<file path="config.mk">
export PLATFORM = sky130hd
export DESIGN_NAME = clk_div_bank
export DESIGN_NICKNAME = d
export VERILOG_FILES = /design/src/rtl/clk_div_bank.sv
export SDC_FILE = /design/constraint.sdc
export NUM_CORES = 1
export LEC_CHECK = 0
export CAP_MARGIN = 20
export CORE_UTILIZATION = 60
export CTS_BUF_LIST = sky130_fd_sc_hd__clkbuf_8
export DETAILED_ROUTE_END_ITERATION = 6
export GPL_TIMING_DRIVEN = 0
export MAX_ROUTING_LAYER = met4
export PLACE_DENSITY_LB_ADDON = 0.15
export SETUP_SLACK_MARGIN = 0.3
export SKIP_LAST_GASP = 1
export SLEW_MARGIN = 0
export SYNTH_ARGS = -nofsm -noshare
export SYNTH_HDL_FRONTEND = slang
export SYNTH_SLANG_ARGS = --single-unit
</file>
<file path="constraint.sdc">
create_clock -name CK -period 3.85 [get_ports CK]
set_input_delay 1.155 -clock CK [delete_from_list [all_inputs] [get_ports CK]]
set_output_delay 1.155 -clock CK [all_outputs]
set_load 0.1 [all_outputs]
</file>
<file path="src/rtl/clk_div_bank.sv">
// Bank of NCH independent programmable square-wave generators clocked from CK.
// Each channel toggles CKO after half+1 enabled cycles and strobes TICK on every rising edge of CKO.
module clk_div_bank #(
    parameter int unsigned WIDTH        = 16,
    parameter int unsigned NCH          = 4,
    parameter int unsigned SELW         = 2,
    parameter int unsigned DEFAULT_HALF = 49999
) (
    input  logic             CK,
    input  logic             RST,
    input  logic             WE,
    input  logic [SELW-1:0]  SEL,
    input  logic [WIDTH-1:0] HALF,
    input  logic             ALIGN,
    input  logic [NCH-1:0]   EN,
    output logic [NCH-1:0]   CKO,
    output logic [NCH-1:0]   TICK
);

    logic [NCH-1:0][WIDTH-1:0] half_q, half_d;
    logic [NCH-1:0][WIDTH-1:0] ct_q, ct_d;
    logic [NCH-1:0]            cko_q, cko_d;
    logic [NCH-1:0]            tick_q, tick_d;
    logic [NCH-1:0]            wsel;

    // One-hot write select; an out-of-range SEL matches no channel.
    always_comb begin
        wsel = '0;
        for (int unsigned i = 0; i < NCH; i++) begin
            wsel[i] = WE && (32'(SEL) == i);
        end
    end

    always_comb begin
        half_d = half_q;
        ct_d   = ct_q;
        cko_d  = cko_q;
        tick_d = '0;
        for (int unsigned i = 0; i < NCH; i++) begin
            if (wsel[i]) begin
                half_d[i] = HALF;
            end
            if (ALIGN || wsel[i]) begin
                ct_d[i]  = '0;
                cko_d[i] = 1'b0;
            end else if (EN[i]) begin
                if (ct_q[i] < half_q[i]) begin
                    ct_d[i] = ct_q[i] + 1'b1;
                end else begin
                    ct_d[i]   = '0;
                    cko_d[i]  = ~cko_q[i];
                    tick_d[i] = ~cko_q[i];
                end
            end
        end
    end

    always_ff @(posedge CK) begin
        if (!RST) begin
            for (int unsigned i = 0; i < NCH; i++) begin
                half_q[i] <= WIDTH'(DEFAULT_HALF);
            end
            ct_q   <= '0;
            cko_q  <= '0;
            tick_q <= '0;
        end else begin
            half_q <= half_d;
            ct_q   <= ct_d;
            cko_q  <= cko_d;
            tick_q <= tick_d;
        end
    end

    assign CKO  = cko_q;
    assign TICK = tick_q;

endmodule
</file>
==> results by group <==
Logic synthesis
  • Synth Instances: 835
  • Yosys reg bits: 136
  • Cell taking the most area after synthesis: dfxtp_1
  • Number of flops mapped to enable cells by yosys: 0
  • Synth area leaders: dfxtp_1 (37%), ha_1 (11%), nand2_1 (6.7%), xor2_1 (5.8%), a211oi_2 (3.5%)
  • Post-synthesis sequential area ratio: 36.66%
  • Post-synth top flop: dfxtp_1
  • Post-synth ARST share: 0%
  • Yosys top cell area share: 36.66%
  • Cell variety after synth: 54
  • Mapped Avg Cell Area: 8.893 µm²
  • Ys Warns: 0
  • Synth Cell Area: 0.007426 mm²
  • Syn_nets: 925

Min path
  • WHS Path Cells: 2
  • HP Class: register to register
  • Worst hold start: half_q[12]
  • WHS Endpoint: half_q[12]

Detailed routing
  • Remaining DRCs: 0
  • Routed WL: 17,590 µm
  • Avg WL per Cell: 16.51 µm
  • DR iter-0 viols: 513
  • Via density: 5.885
  • First-pass DRT Iterations: 5
  • Antenna viol nets, final: 0
  • DR vias: 6,267

Worst setup path
  • Worst Path Max Fanout: 5
  • Worst r2r src: ct_q[41]
  • Slowest cell on the critical path: clkdlybuf4s50_1
  • Worst path required time: 2.69 ns
  • Worst R2R Path Depth: 7
  • Kind of critical path: register to output pin
  • Kind of cell adding the most delay to the critical path: buffers and inverters
  • CP Buf/Inv Count: 1
  • CP startpoint: CKO[3]
  • CP Capture Type: output pin
  • Arr. time, crit path: 2.01 ns
  • Worst-path cell chain: clkdlybuf4s50_1
  • Critical Path Start Type: register
  • R2R Setup Slk: 1.60 ns
  • R2R Path End: ct_q[45]
  • Slowest stage delay, CP: 1.16 ns

Timing
  • Sum Neg Setup Slack: 0 ns
  • RSZ-0062 raised after global routing: no
  • # setup viols final: 0
  • Fin Clk Skew: 0.007402 ns
  • Pins Over Slew Limit: 0
  • Final Hold Fails: 0
  • Tcrit/Tclk final: 82.18%
  • Hold Slack: 0.4598 ns
  • Fmax achieved: 316.0 MHz
  • Worst-Margin Slew: 0.9786 ns
  • Slew headroom: 34.56%
  • Min cycle time layout: 3.164 ns

Clock network
  • Clock Latency Late Sink: 0.46 ns
  • CTS root buf: clkbuf_8
  • Post-CTS Hold Buffers: 0
  • TritonCTS clock tree: built
  • # H-tree levels: 4
  • Reg clk slew, reported paths: 0.07 ns
  • CTS max path bufs: 2
  • Resized Gates After CTS: 0
  • Post-CTS Setup Repair Bufs: 0
  • Inserted Clock Buffers: 17
  • # clock sinks: 136

Power and ir drop
  • Sw Ratio: 24.03%
  • Max VDD drop: 0.3977 mV
  • Flop pwr share: 50.0%
  • P_leak: 3.244 nW
  • Power share of the clock group: 42.5%
  • Switching pwr: 0.6975 mW
  • Logic pwr share: 7.4%
  • Internal power: 2.205 mW
  • P per Cell Area: 347.3 mW/mm²
  • Power Total: 2.903 mW

Floorplanning
  • Num ports: 34
  • Die Y: 113.3 µm
  • Core area: 0.01206 mm²
  • Row count: 40
  • Die X-Extent: 113.3 µm
  • Initial Util: 61.57%
  • Full die area: 0.01283 mm²

Finish
  • P&R area growth vs syn: 12.55%
  • # nets final: 974
  • Layout cells sized above 1: 10.26%
  • Number of diodes: 0
  • Cell area after layout: 0.008358 mm²

GRT
  • Vias in the first global route: 6,135
  • Gr usage total: 29.85%
  • First-pass GRT wire length: 29,230 µm
  • Largest net degree at the start of global routing: 17
  • Initial antenna violation count: 0
  • Grt ovf: 0

Flow run
  • Max-Cap Viols: 0

Placement
  • GPL Wtd Cong: 0.8680
  • PortBufs: 30
  • Post-DP Area: 0.007936 mm²
  • Post-DP HPWL: 13,000 µm

Run status
  • Status: finished clean
## routing by layer
metal	part of all wire (%)	vias up	track usage [%]
met1	45	3010	36.18
li1	-	3057	-
met3	5.1	27	6.320
met4	1.9	0	10.26
met2	48	173	49.28
met5	0	-	-
## cells in the final DEF, fill, tap and decap left out, types with 4 or more instances in the layout
cell type,instances
xor2_1,49
a211oi_1,29
a211oi_2,21
nand4_1,28
nor2b_1,7
or3_1,5
clkbuf_8,24
dfxtp_1,136
nand3_1,29
clkbuf_1,30
ha_1,64
nor3_1,16
buf_2,7
a21oi_1,10
and4_1,11
o22ai_1,4
o2111ai_1,7
o211ai_1,32
a21boi_0,25
nand2b_1,7
and3_1,5
inv_1,70
nand3b_1,9
nor3_2,12
clkinv_2,4
o21ai_0,13
nor2_1,23
xnor2_1,7
clkdlybuf4s50_1,30
nand2_1,132
## cell usage after synthesis, types with 4 or more instances
cell / number
o22ai_1: 4
or3_1: 5
a21boi_0: 25
nor3_2: 12
buf_2: 7
o211ai_1: 32
o21ai_0: 13
and3_1: 5
nand3_1: 29
nand2_1: 132
nand4_1: 28
clkbuf_1: 30
a211oi_2: 21
xor2_1: 49
ha_1: 64
a211oi_1: 29
xnor2_1: 7
nor2_1: 23
nand2b_1: 7
nor3_1: 16
o2111ai_1: 7
inv_1: 69
and4_1: 11
a21oi_1: 10
nand3b_1: 9
dfxtp_1: 136
nor2b_1: 7
## layout make-up
class                           count  area, µm²
Buffer                             41      188.9
Sequential cell                   136       2723
Timing Repair Buffer               30      300.3
Clock buffer                       24      330.3
Fill cell                         963       3704
Inverter                           69      259.0
Multi-Input combinational cell    589       4255
Clock inverter                      8      91.34
Tap cell                          168      210.2
## flip-flops by register name, indices dropped and copies added, names as in the netlist
register,flops
TICK,4
ct_q,64
half_q,64
CKO,4
## worst max-delay path by stage
stage	to	slack, ns	cells after the start
2_1_floorplan	ct_q[5]	1.41	6
3_3_place_gp	ct_q[56]	0.61	7
3_5_place_dp	ct_q[59]	0.54	7
4_1_cts	CKO[0]	0.67	1
5_1_grt	CKO[3]	0.64	1
6_report	CKO[3]	0.69	1
## cell families (layout without fill, tap and decap cells)
kind of cell,count (synthesis),after routing,share of synthesized area [%]
adders and majority gates,64,64,10.78
and+or+nand+nor,299,299,20.91
xor gates and xnor gates,56,56,6.605
buffers and inverters,110,172,6.032
AOI/OAI and AO/OA,170,170,19.01
DFF,136,136,36.66
## power by group through the flow
| stage | combinational, mW | clock (mW) | sequential [mW] |
|---|---|---|---|
| 3_3_place_gp | 0.202 | 0 | 1.48 |
| 2_1_floorplan | 0.131 | 0 | 1.48 |
| 3_5_place_dp | 0.211 | 0 | 1.48 |
| 6_report | 0.216 | 1.23 | 1.45 |
| 5_1_grt | 0.239 | 1.31 | 1.45 |
| 4_1_cts | 0.213 | 1.24 | 1.45 |
## per-stage QoR
step | utilization, % | cells | setup slack [ns]
detailed placement | 65.80 | 1033 | 0.5435
finish | 69.29 | 1065 | 0.6859
floorplan | - | 835 | 1.413
CTS | 69.29 | 1065 | 0.6713
global route | 69.29 | 1065 | 0.6355
global placement | 65.80 | 1033 | 0.6088
Note: power is estimated with default switching activity, not from simulation.
